==> src/rtl/mem_arbiter.sv <==
// ---------------------------------------------------------------------------
// mem_arbiter
//
// Shares the single-port 1024x32 BRAM `Memory` between the two requesters of
// the multicycle RV32I core: instruction fetch (IF) and load/store (D).
// Byte addresses become word addresses. Byte and halfword stores are done as
// read-modify-write. Misaligned data accesses are flagged instead of performed.
//
// Ports:
//   clk_i, reset_i        clock (posedge) and synchronous active-high reset
//   if_req_i/if_addr_i    fetch request, byte address (bits [1:0] ignored)
//   if_ack_o/if_data_o    one-cycle completion pulse, fetched word (held)
//   d_req_i/d_we_i        data request, 1 = store / 0 = load
//   d_size_i              00 byte, 01 half, 10/11 word
//   d_addr_i/d_wdata_i    data byte address, right-justified store data
//   d_ack_o/d_err_o       one-cycle completion pulse, misaligned flag
//   d_rdata_o             raw aligned word for loads
//   mem_addr_o            word address to `Memory`
//   mem_data_o            write data to `Memory`
//   mem_wr_n_o/mem_rd_n_o active-low strobes, sampled by `Memory` on negedge
//   mem_data_i            `Memory` read data
// ---------------------------------------------------------------------------
module mem_arbiter #(
    parameter int WORDS      = 10,
    parameter int DATA_WIDTH = 32
) (
    input  logic                  clk_i,
    input  logic                  reset_i,
    input  logic                  if_req_i,
    input  logic [31:0]           if_addr_i,
    output logic                  if_ack_o,
    output logic [DATA_WIDTH-1:0] if_data_o,
    input  logic                  d_req_i,
    input  logic                  d_we_i,
    input  logic [1:0]            d_size_i,
    input  logic [31:0]           d_addr_i,
    input  logic [DATA_WIDTH-1:0] d_wdata_i,
    output logic                  d_ack_o,
    output logic                  d_err_o,
    output logic [DATA_WIDTH-1:0] d_rdata_o,
    output logic [WORDS-1:0]      mem_addr_o,
    output logic [DATA_WIDTH-1:0] mem_data_o,
    output logic                  mem_wr_n_o,
    output logic                  mem_rd_n_o,
    input  logic [DATA_WIDTH-1:0] mem_data_i
);

    typedef enum logic [2:0] {
        IDLE,
        RD,
        WR,
        RMW_RD,
        RMW_WR,
        ACK
    } state_t;

    state_t                state;
    logic                  last_grant_d;
    logic                  serving_d;
    logic                  grant_if;
    logic                  grant_d;
    logic                  d_word;
    logic                  d_half;
    logic                  d_misaligned;
    logic [DATA_WIDTH-1:0] merged;
    logic                  unused_addr_bits;

    // Address bits above the memory depth wrap, and fetch lane bits are
    // meaningless for whole-word fetches.
    assign unused_addr_bits = ^{if_addr_i[31:WORDS+2], if_addr_i[1:0],
                                d_addr_i[31:WORDS+2]};

    // Size 11 behaves as a word access.
    assign d_word       = d_size_i[1];
    assign d_half       = (d_size_i == 2'b01);
    assign d_misaligned = (d_half && d_addr_i[0]) ||
                          (d_word && (d_addr_i[1:0] != 2'b00));

    // Round-robin arbitration: a lone requester always wins; on a tie the
    // requester that was not granted last time goes first. Only consulted
    // in IDLE.
    always_comb begin
        grant_if = 1'b0;
        grant_d  = 1'b0;
        if (if_req_i && d_req_i) begin
            if (last_grant_d) begin
                grant_if = 1'b1;
            end else begin
                grant_d = 1'b1;
            end
        end else if (if_req_i) begin
            grant_if = 1'b1;
        end else if (d_req_i) begin
            grant_d = 1'b1;
        end
    end

    // Little-endian merge of a sub-word store into the word just read back.
    // Only byte and half stores reach the RMW path, so anything that is not
    // a half is a byte here.
    always_comb begin
        merged = mem_data_i;
        if (d_half) begin
            if (d_addr_i[1]) begin
                merged[31:16] = d_wdata_i[15:0];
            end else begin
                merged[15:0] = d_wdata_i[15:0];
            end
        end else begin
            case (d_addr_i[1:0])
                2'b00:   merged[7:0]   = d_wdata_i[7:0];
                2'b01:   merged[15:8]  = d_wdata_i[7:0];
                2'b10:   merged[23:16] = d_wdata_i[7:0];
                default: merged[31:24] = d_wdata_i[7:0];
            endcase
        end
    end

    // Main sequencer. Strobes are registered and held low for exactly one
    // cycle so the memory sees them on the following negedge; read data is
    // then stable at the next posedge. Every access passes through ACK, where
    // no grant is made, so a requester still holding req is not served twice
    // and at least one IDLE cycle separates consecutive accesses.
    always_ff @(posedge clk_i) begin
        if (reset_i) begin
            state        <= IDLE;
            last_grant_d <= 1'b1;
            serving_d    <= 1'b0;
            mem_rd_n_o   <= 1'b1;
            mem_wr_n_o   <= 1'b1;
            mem_addr_o   <= '0;
            mem_data_o   <= '0;
            if_data_o    <= '0;
            d_rdata_o    <= '0;
            if_ack_o     <= 1'b0;
            d_ack_o      <= 1'b0;
            d_err_o      <= 1'b0;
        end else begin
            case (state)
                IDLE: begin
                    if (grant_if) begin
                        last_grant_d <= 1'b0;
                        serving_d    <= 1'b0;
                        mem_addr_o   <= if_addr_i[WORDS+1:2];
                        mem_rd_n_o   <= 1'b0;
                        state        <= RD;
                    end else if (grant_d) begin
                        last_grant_d <= 1'b1;
                        serving_d    <= 1'b1;
                        mem_addr_o   <= d_addr_i[WORDS+1:2];
                        if (d_misaligned) begin
                            d_ack_o <= 1'b1;
                            d_err_o <= 1'b1;
                            state   <= ACK;
                        end else if (!d_we_i) begin
                            mem_rd_n_o <= 1'b0;
                            state      <= RD;
                        end else if (d_word) begin
                            mem_wr_n_o <= 1'b0;
                            mem_data_o <= d_wdata_i;
                            state      <= WR;
                        end else begin
                            mem_rd_n_o <= 1'b0;
                            state      <= RMW_RD;
                        end
                    end
                end
                RD: begin
                    mem_rd_n_o <= 1'b1;
                    if (serving_d) begin
                        d_rdata_o <= mem_data_i;
                        d_ack_o   <= 1'b1;
                    end else begin
                        if_data_o <= mem_data_i;
                        if_ack_o  <= 1'b1;
                    end
                    state <= ACK;
                end
                WR: begin
                    mem_wr_n_o <= 1'b1;
                    d_ack_o    <= 1'b1;
                    state      <= ACK;
                end
                RMW_RD: begin
                    mem_rd_n_o <= 1'b1;
                    mem_data_o <= merged;
                    mem_wr_n_o <= 1'b0;
                    state      <= RMW_WR;
                end
                RMW_WR: begin
                    mem_wr_n_o <= 1'b1;
                    d_ack_o    <= 1'b1;
                    state      <= ACK;
                end
                ACK: begin
                    if_ack_o <= 1'b0;
                    d_ack_o  <= 1'b0;
                    d_err_o  <= 1'b0;
                    state    <= IDLE;
                end
                default: begin
                    mem_rd_n_o <= 1'b1;
                    mem_wr_n_o <= 1'b1;
                    state      <= IDLE;
                end
            endcase
        end
    end

endmodule

==> config.mk <==
export PLATFORM = sky130hd
export DESIGN_NAME = mem_arbiter
export DESIGN_NICKNAME = d
export VERILOG_FILES = /design/src/rtl/mem_arbiter.sv
export SDC_FILE = /design/constraint.sdc
export NUM_CORES = 1
export LEC_CHECK = 0
export CAP_MARGIN = 20
export CORE_UTILIZATION = 44
export DETAILED_ROUTE_END_ITERATION = 12
export GPL_ROUTABILITY_DRIVEN = 0
export PLACE_DENSITY = 0.86
export SLEW_MARGIN = 40
export SYNTH_ARGS = -nofsm -noshare
export SYNTH_HDL_FRONTEND = slang
export SYNTH_SLANG_ARGS = --single-unit
==> constraint.sdc <==
create_clock -name clk_i -period 2.6 [get_ports clk_i]
set_input_delay 0.39 -clock clk_i [delete_from_list [all_inputs] [get_ports clk_i]]
set_output_delay 0.39 -clock clk_i [all_outputs]
set_load 0.05 [all_outputs]
==> tab_implementation.tex, run 1 <==
\begin{tabular}{lr}
\hline
Metric & Value \\
\hline
\multicolumn{2}{l}{\textbf{Run status}} \\
Result of the run & finished clean \\
\multicolumn{2}{l}{\textbf{Timing}} \\
Period utilisation layout & around 85\% \\
Final max-slew violation count & 0 \\
Final Hold Violating Endpoints & 0 \\
Worst Max-Slew Pin Slew & $\sim$0.84 ns \\
Final worst clock skew & 0.00899 ns \\
Total negative setup slack & 0 ns \\
Final worst path period need & about 2.2 ns \\
Remaining max-slew budget at the tightest pin & between 40\% and 50\% \\
Setup violation total in the final timing report & 0 \\
Setup repair after global routing missed its margin & false \\
Max Freq & 452 MHz \\
\multicolumn{2}{l}{\textbf{Clocking}} \\
Number of clock sinks & roughly 120 \\
Clk slew on worst S/H paths & 0.05 ns \\
Clock tree root driver cell & sky130\_fd\_sc\_hd\_\_clkbuf\_16 \\
Hold-fix buffer count after cts & 0 \\
Number of buffers inserted by post-CTS setup repair & 0 \\
Post-cts sizing count & 0 \\
Maximum clock insertion buffer count & 2 \\
Number of buffers added by the clock tree synthesis step & 17 \\
CTS tree & built \\
Worst-Skew Late Latency & about 0.40 ns \\
Number of levels in the clock H-tree & 4 \\
\multicolumn{2}{l}{\textbf{Global routing}} \\
First-pass GRT wire length & about 27 mm \\
Grt ovf & 0 \\
Maximum number of pins on one net before global-route repair & 67 \\
Via count of the first global-routing pass & between 5000 and 6000 \\
GRT Util Overall & between 20 and 30\% \\
Number of antenna violations at the first check in global routing & 0 \\
\multicolumn{2}{l}{\textbf{Power}} \\
Overall power of the completed layout & 5.47 mW \\
LEAKAGE & 2.78 nW \\
Peak supply drop & $\sim$0.43 mV \\
PwrDens & between 700 and 800 nW/um\^{}2 \\
\multicolumn{2}{l}{\textbf{Route}} \\
Met2 wire length & about 8.7 mm \\
Met3 WL post-DR & roughly 1.6 mm \\
Detailed-route wire length & between 15 and 20 mm \\
Total iterations of the first detailed-routing run & 5 \\
Iteration-0 DRC count of the detailed router & roughly 340 \\
Wire length per cell after detailed routing & 18.1 um \\
Length of routed wiring on met1 & slightly below 7 mm \\
Highest signal layer in the routed design & met4 \\
Routed via count & between 5000 and 6000 \\
Number of vias per cell & roughly 5.6 \\
Remaining antenna violation count after routing & 0 \\
DRC & 0 \\
\multicolumn{2}{l}{\textbf{Synth}} \\
Number of enable flip-flop cells after synthesis & 0 \\
Yosys warnings & 0 \\
Yosys reg bits & $\sim$120 \\
Syn Inst Count & 629 \\
Part of the Yosys area used for sequential elements & a little under half \\
Post-synthesis cell type count & 48 \\
Proportion of synthesized flip-flops having asynchronous set or reset & 0\% \\
Cell area after synthesis & $\sim$5100 um\^{}2 \\
Synthesized net count & around 760 \\
Mean instance size in the synthesized netlist & slightly above 8 um\^{}2 \\
Top\_reg\_cell synth & sky130\_fd\_sc\_hd\_\_dfxtp\_1 \\
\multicolumn{2}{l}{\textbf{Worst hold path}} \\
Worst hold stages & 2 \\
Worst min-delay path class & reg2reg \\
\multicolumn{2}{l}{\textbf{Critical path}} \\
Launch instance of the worst register-to-register path & state[1] \\
Worst setup path class & reg2reg \\
Nature of the critical path endpoint & register \\
Launching instance or port of the critical path & state[1] \\
R2R Setup Slk & a little under 0.4 ns \\
Nature of the critical path startpoint & register \\
Critical path fanouts, max & 20 \\
Data arrival time at the worst-slack endpoint & roughly 2.5 ns \\
Critical path endpoint & if\_data\_o[20] \\
Worst EP required & 2.92 ns \\
Worst reg2reg endpoint & if\_data\_o[20] \\
Length in cells of the worst reg-to-reg path & 5 \\
\multicolumn{2}{l}{\textbf{Cells and area}} \\
Count of fill cells added during filler insertion & around 850 \\
Layout-stage area growth over the synthesis result & 53.3\% \\
Leading cell type in the layout, fill and taps excluded & sky130\_fd\_sc\_hd\_\_clkdlybuf4s50\_1 \\
Commonest cells after routing, fill and taps aside & 202 x sky130\_fd\_sc\_hd\_\_clkdlybuf4s50\_1, 179 x sky130\_fd\_sc\_hd\_\_nand2\_1, 116 x sky130\_fd\_sc\_hd\_\_dfxtp\_1 \\
Total number of nets in the final design & $\sim$950 \\
Ratio of cells with drive above 1 in the final layout & between 8 and 9\% \\
Antenna diodes & 0 \\
Design area & 7800 um\^{}2 \\
\multicolumn{2}{l}{\textbf{Job}} \\
Number of max-capacitance violations reported & 0 \\
\multicolumn{2}{l}{\textbf{Placed design}} \\
Post-place instance area & 7210 um\^{}2 \\
Detail Placement HPWL & 12.4 mm \\
Count of input and output buffers & 203 \\
\multicolumn{2}{l}{\textbf{Floorplanning}} \\
Chip width & around 110 um \\
Initial core utilization & between 40\% and 50\% \\
DIE AREA & 12000 um\^{}2 \\
CORE AREA & 11000 um\^{}2 \\
Die outline height & approximately 110 um \\
Row count & 38 \\
IO Pins & $\sim$250 \\
\hline
\end{tabular}
-- synth_stat cells, types with 2 or more instances --
| cell type | instances | area [um^2] |
|---|---|---|
| sky130_fd_sc_hd__buf_2 | 20 | 100 |
| sky130_fd_sc_hd__nor2_1 | 42 | 158 |
| sky130_fd_sc_hd__o221ai_1 | 8 | 70.1 |
| sky130_fd_sc_hd__buf_4 | 4 | 30.0 |
| sky130_fd_sc_hd__nand3b_1 | 2 | 15.0 |
| sky130_fd_sc_hd__o21ai_0 | 19 | 95.1 |
| sky130_fd_sc_hd__a21oi_1 | 69 | 345 |
| sky130_fd_sc_hd__nand2_1 | 179 | 672 |
| sky130_fd_sc_hd__mux2_2 | 9 | 101 |
| sky130_fd_sc_hd__clkbuf_1 | 23 | 86.3 |
| sky130_fd_sc_hd__nand2b_1 | 19 | 119 |
| sky130_fd_sc_hd__o211ai_1 | 8 | 60.1 |
| sky130_fd_sc_hd__o21a_1 | 2 | 15.0 |
| sky130_fd_sc_hd__inv_1 | 2 | 7.51 |
| sky130_fd_sc_hd__dfxtp_1 | 116 | 2320 |
| sky130_fd_sc_hd__a211oi_1 | 21 | 158 |
| sky130_fd_sc_hd__nor3_1 | 10 | 50.1 |
| sky130_fd_sc_hd__nor2b_1 | 2 | 12.5 |
| sky130_fd_sc_hd__mux2i_1 | 26 | 260 |
| sky130_fd_sc_hd__buf_1 | 2 | 7.51 |
| sky130_fd_sc_hd__o21bai_1 | 3 | 22.5 |
| sky130_fd_sc_hd__a311oi_1 | 17 | 149 |
-- worst max-delay path: stages, from the launching register on --
cell	delay, ns
sky130_fd_sc_hd__dfxtp_1	0.55
sky130_fd_sc_hd__nand2b_4	0.26
sky130_fd_sc_hd__or3_1	0.68
sky130_fd_sc_hd__buf_4	0.37
sky130_fd_sc_hd__nand2_1	0.11
sky130_fd_sc_hd__a21oi_1	0.16
-- flip-flops by register name (all words and copies together) (netlist names) --
register,count
d_err_o,1
state,3
mem_addr_o,10
d_rdata_o,32
last_grant_d,1
mem_rd_n_o,1
if_ack_o,1
serving_d,1
if_data_o,32
mem_data_o,32
d_ack_o,1
mem_wr_n_o,1
-- layer usage --
| metal | up-vias | track usage, % |
|---|---|---|
| met4 | 0 | 10.7 |
| li1 | 2553 | - |
| met2 | 316 | 50.8 |
| met5 | - | 0 |
| met1 | 2544 | 35.5 |
| met3 | 40 | 6.76 |
-- cell families after synthesis --
logic type	share of synthesized area [%]
buf+inv	4.85
compound gates	20.4
flops	45.6
simple gates	22.0
mux	7.11
-- through the flow --
stage | utilization [%] | hold WS [ns] | setup WS (ns) | cells
after floorplan | - | 0.509 | 1.02 | 629
after global placement | 65.3 | 0.442 | 0.317 | 939
after detailed placement | 65.3 | 0.447 | 0.231 | 939
after CTS | 70.7 | 0.454 | 0.428 | 970
after global routing | 70.7 | 0.476 | 0.278 | 970
final | 70.7 | 0.456 | 0.388 | 970
-- where the power goes --
group	leakage [nW]	switching (mW)	internal (mW)
logic	1.55	0.727	0.440
registers	0.944	0.0796	1.89
clock network	0.292	0.793	1.54
total	2.78	1.60	3.87
-- final cells by class --
type / instances / area, um^2 / area share, %
Clock inverter: 10 / 131 / 1.68
Multi-Input combinational cell: 460 / 2530 / 32.4
Inverter: 3 / 11.3 / 0.144
Clock buffer: 21 / 460 / 5.90
Tap cell: 140 / 175 / 2.25
Timing Repair Buffer: 220 / 2170 / 27.8
Sequential cell: 116 / 2320 / 29.8
-- how the worst min path moves through the flow --
| stage | from | end |
|---|---|---|
| global placement | if_data_o[1] | if_data_o[1] |
| global route | if_data_o[13] | if_data_o[13] |
| CTS | if_data_o[26] | if_data_o[26] |
| floorplan | last_grant_d | last_grant_d |
| finish | if_data_o[26] | if_data_o[26] |
| detailed placement | if_data_o[26] | if_data_o[26] |
Note: power is estimated with default switching activity, not from simulation.
==> run 2: changes to the inputs <==
- ABC_AREA: unset -> 1
- CORE_UTILIZATION: 44 -> 46
==> run 2 against run 1 <==
Against the previous run: global-route usage shrank 0.78 points; die area grew 6.7%; largest cell class unchanged; non-clock buffer count shrank 2; first-iteration DRC count grew 79%; worst setup slack gained 0.071 ns; final cell count grew 27%; core utilization shrank 0.87 points; flip-flop and latch count is the same; sequential power grew 9%; hold slack lost 0.016 ns.
==> tab_implementation.tex, run 2 <==
\begin{tabular}{lr}
\hline
Metric & Value \\
\hline
\multicolumn{2}{l}{\textbf{Run status}} \\
Result of the run & finished clean \\
\multicolumn{2}{l}{\textbf{Cells and area}} \\
Layout-stage area growth over the synthesis result & 47.7\% \\
Largest regs & d\_rdata\_o: 32 flops, if\_data\_o: 32 flops, mem\_data\_o: 32 flops \\
Footprint of the flip-flops and latches & 2320 um\^{}2 (unchanged) \\
Antenna diodes & 0 (unchanged) \\
Count of fill cells added during filler insertion & 1043 (+22\%) \\
Total number of nets in the final design & 1203 (+26\%) \\
Commonest cells after routing, fill and taps aside & 236 x sky130\_fd\_sc\_hd\_\_nand2\_1, 203 x sky130\_fd\_sc\_hd\_\_clkdlybuf4s50\_1, 133 x sky130\_fd\_sc\_hd\_\_inv\_1 \\
Ratio of cells with drive above 1 in the final layout & 6.38\% (-1.7 points) \\
Total area of multi-input combinational cells & 2600 um\^{}2 (+2.8\%) \\
Leading cell type in the layout, fill and taps excluded & sky130\_fd\_sc\_hd\_\_nand2\_1 \\
\multicolumn{2}{l}{\textbf{Critical path}} \\
Worst setup path class & reg2reg \\
Length in cells of the worst reg-to-reg path & 9 (+4) \\
Nature of the critical path endpoint & register \\
Worst EP required & 2.90 ns (-0.02 ns) \\
Nature of the critical path startpoint & register \\
Worst reg2reg endpoint & mem\_data\_o[4] \\
Critical path fanouts, max & 17 (-15\%) \\
Cell at the slowest stage of the critical path & sky130\_fd\_sc\_hd\_\_dfxtp\_1 \\
R2R Setup Slk & 0.46 ns (+0.07 ns) \\
CP Cell Sequence & nand2\_2 -> nor2\_4 -> inv\_2 -> nand2\_2 -> inv\_1 -> nor2\_4 -> nand2\_1 -> nand2\_1 -> nor2\_1 \\
Launch instance of the worst register-to-register path & state[0] \\
Crit-path max cell delay & 0.41 ns (-0.27 ns) \\
Data arrival time at the worst-slack endpoint & 2.45 ns (-0.08 ns) \\
\multicolumn{2}{l}{\textbf{Job}} \\
Number of max-capacitance violations reported & 0 (unchanged) \\
\multicolumn{2}{l}{\textbf{Clocking}} \\
Clock tree root driver cell & sky130\_fd\_sc\_hd\_\_clkbuf\_16 \\
Number of buffers added by the clock tree synthesis step & 17 (unchanged) \\
Maximum clock insertion buffer count & 2 (unchanged) \\
Post-cts sizing count & 0 (unchanged) \\
Clk slew on worst S/H paths & 0.06 ns (about the same) \\
Number of buffers inserted by post-CTS setup repair & 0 (unchanged) \\
Number of clock sinks & 116 (unchanged) \\
Worst-Skew Late Latency & 0.41 ns (about the same) \\
CTS tree & built \\
Hold-fix buffer count after cts & 0 (unchanged) \\
Number of levels in the clock H-tree & 4 (unchanged) \\
\multicolumn{2}{l}{\textbf{Global routing}} \\
Number of antenna violations at the first check in global routing & 0 (unchanged) \\
Maximum number of pins on one net before global-route repair & 67 (unchanged) \\
GRT Util Overall & 28.6\% (-0.78 points) \\
Grt ovf & 0 (unchanged) \\
Via count of the first global-routing pass & 5912 (+14\%) \\
First-pass GRT wire length & 28.7 mm (+8.1\%) \\
\multicolumn{2}{l}{\textbf{Route}} \\
Number of vias per cell & 5.03 (-11\%) \\
Routed via count & 6178 (+13\%) \\
Wire length per cell after detailed routing & 14.2 um (-22\%) \\
Detailed-route wire length & 17.4 mm (-0.67\%) \\
DRC & 0 (unchanged) \\
Iteration-0 DRC count of the detailed router & 611 (+79\%) \\
Total iterations of the first detailed-routing run & 5 (unchanged) \\
Remaining antenna violation count after routing & 0 (unchanged) \\
\multicolumn{2}{l}{\textbf{Placed design}} \\
Detail Placement HPWL & 12.7 mm (+2.1\%) \\
Count of input and output buffers & 203 (unchanged) \\
\multicolumn{2}{l}{\textbf{Worst hold path}} \\
Hold Crit Start & d\_rdata\_o[7] \\
Worst min-delay path class & reg2reg \\
Endpoint of the worst hold-timing path & d\_rdata\_o[7] \\
Worst hold stages & 2 (unchanged) \\
\multicolumn{2}{l}{\textbf{Synth}} \\
Count leader, synth & sky130\_fd\_sc\_hd\_\_nand2\_1 \\
Yosys reg bits & 116 (unchanged) \\
Synth top area share & 40.9\% (-4.8 points) \\
Cell area after synthesis & 5680 um\^{}2 (+12\%) \\
Part of the Yosys area used for sequential elements & 40.9\% (-4.8 points) \\
Synthesized net count & 1017 (+33\%) \\
Syn Inst Count & 882 (+40\%) \\
Yosys warnings & 0 (unchanged) \\
Proportion of synthesized flip-flops having asynchronous set or reset & 0\% (unchanged) \\
Dominant cell type by area after synthesis & sky130\_fd\_sc\_hd\_\_dfxtp\_1 \\
Top\_reg\_cell synth & sky130\_fd\_sc\_hd\_\_dfxtp\_1 \\
Post-synthesis cell type count & 25 (-48\%) \\
Number of enable flip-flop cells after synthesis & 0 (unchanged) \\
Post-synth top cells & 236 x sky130\_fd\_sc\_hd\_\_nand2\_1, 134 x sky130\_fd\_sc\_hd\_\_inv\_1, 116 x sky130\_fd\_sc\_hd\_\_dfxtp\_1 \\
Mean instance size in the synthesized netlist & 6.44 um\^{}2 (-20\%) \\
Largest cells by area after synthesis & sky130\_fd\_sc\_hd\_\_dfxtp\_1 41\%, sky130\_fd\_sc\_hd\_\_nand2\_1 16\%, sky130\_fd\_sc\_hd\_\_a21oi\_1 9.2\% \\
\multicolumn{2}{l}{\textbf{Power}} \\
PwrDens & 796 nW/um\^{}2 (+14\%) \\
Peak supply drop & 0.450 mV (+4.3\%) \\
LEAKAGE & 3.60 nW (+29\%) \\
Overall power of the completed layout & 6.68 mW (+22\%) \\
\multicolumn{2}{l}{\textbf{Floorplanning}} \\
Die outline height & 113 um (+3.3\%) \\
DIE AREA & 12800 um\^{}2 (+6.7\%) \\
Initial core utilization & 47.3\% (+1.2 points) \\
Chip width & 113 um (+3.3\%) \\
CORE AREA & 12000 um\^{}2 (+8.9\%) \\
IO Pins & 246 (unchanged) \\
Row count & 40 (+5.3\%) \\
\multicolumn{2}{l}{\textbf{Timing}} \\
Period utilisation layout & 82.3\% (-2.7 points) \\
Final Hold Violating Endpoints & 0 (unchanged) \\
Final worst clock skew & 0.00832 ns (-0.000672 ns) \\
Setup violation total in the final timing report & 0 (unchanged) \\
Setup repair after global routing missed its margin & false \\
Worst Max-Slew Pin Slew & 0.651 ns (-0.188 ns) \\
Final max-slew violation count & 0 (unchanged) \\
Max Freq & 467 MHz (+3.3\%) \\
Final worst path period need & 2.14 ns (-0.0707 ns) \\
Total negative setup slack & 0 ns (unchanged) \\
Remaining max-slew budget at the tightest pin & 56.5\% (+12 points) \\
\hline
\end{tabular}
## run 2: worst max-delay path: cells and delay by family (launching register included)
kind	cells	cell delay (ns)
flops	1	0.41
simple gates	7	1.25
buf+inv	2	0.35
## run 2: worst max-delay path by stage
| stage | slack [ns] | cells after the start | endpoint | from |
|---|---|---|---|---|
| after global routing | 0.24 | 9 | mem_data_o[6] | state[0] |
| after detailed placement | 0.40 | 10 | mem_data_o[24] | d_size_i[1] |
| after floorplan | 1.08 | 9 | mem_data_o[0] | d_addr_i[1] |
| after global placement | 0.44 | 10 | mem_data_o[28] | d_size_i[1] |
| after CTS | 0.47 | 9 | mem_data_o[6] | state[0] |
| final | 0.46 | 9 | mem_data_o[4] | state[0] |
## run 2: power breakdown
group	switching [mW]	leakage, nW	internal, mW
logic	1.47	2.37	0.762
clock network	0.865	0.275	1.44
registers	0.125	0.951	2.01
total	2.46	3.60	4.22
## run 2: kinds of logic (layout without fill, tap and decap cells)
| group | after synthesis | after routing | share of synthesized area, % |
|---|---|---|---|
| compound gates | 201 | 201 | 17.9 |
| buf+inv | 189 | 388 | 13.4 |
| simple gates | 376 | 376 | 27.8 |
| flops | 116 | 116 | 40.9 |
## run 2: metal layers
| metal | vias to the layer above | routed length [um] | track usage, % |
|---|---|---|---|
| li1 | 3138 | - | - |
| met1 | 2721 | 6940 | 32.0 |
| met2 | 266 | 8330 | 49.6 |
| met3 | 53 | 1460 | 9.00 |
| met4 | 0 | 682 | 13.0 |
| met5 | - | 0 | 0 |
## run 2: area by class of cell
class | instances | area share, %
inverters | 138 | 6.17
repair buffers | 218 | 25.9
multi-input cells | 577 | 31.0
clock buffers | 18 | 5.23
well taps | 147 | 2.19
clock inverters | 14 | 1.85
flip-flops and latches | 116 | 27.7
## run 2: through the flow
| stage | setup WS (ns) | utilization (%) | hold slack, ns | cell area (um^2) | cells |
|---|---|---|---|---|---|
| after floorplan | 1.08 | - | 0.445 | 5680 | 882 |
| after global placement | 0.438 | 64.9 | 0.429 | 7790 | 1196 |
| after detailed placement | 0.402 | 64.9 | 0.433 | 7790 | 1196 |
| after CTS | 0.472 | 69.8 | 0.442 | 8390 | 1228 |
| after global routing | 0.236 | 69.8 | 0.457 | 8390 | 1228 |
| final | 0.459 | 69.8 | 0.440 | 8390 | 1228 |
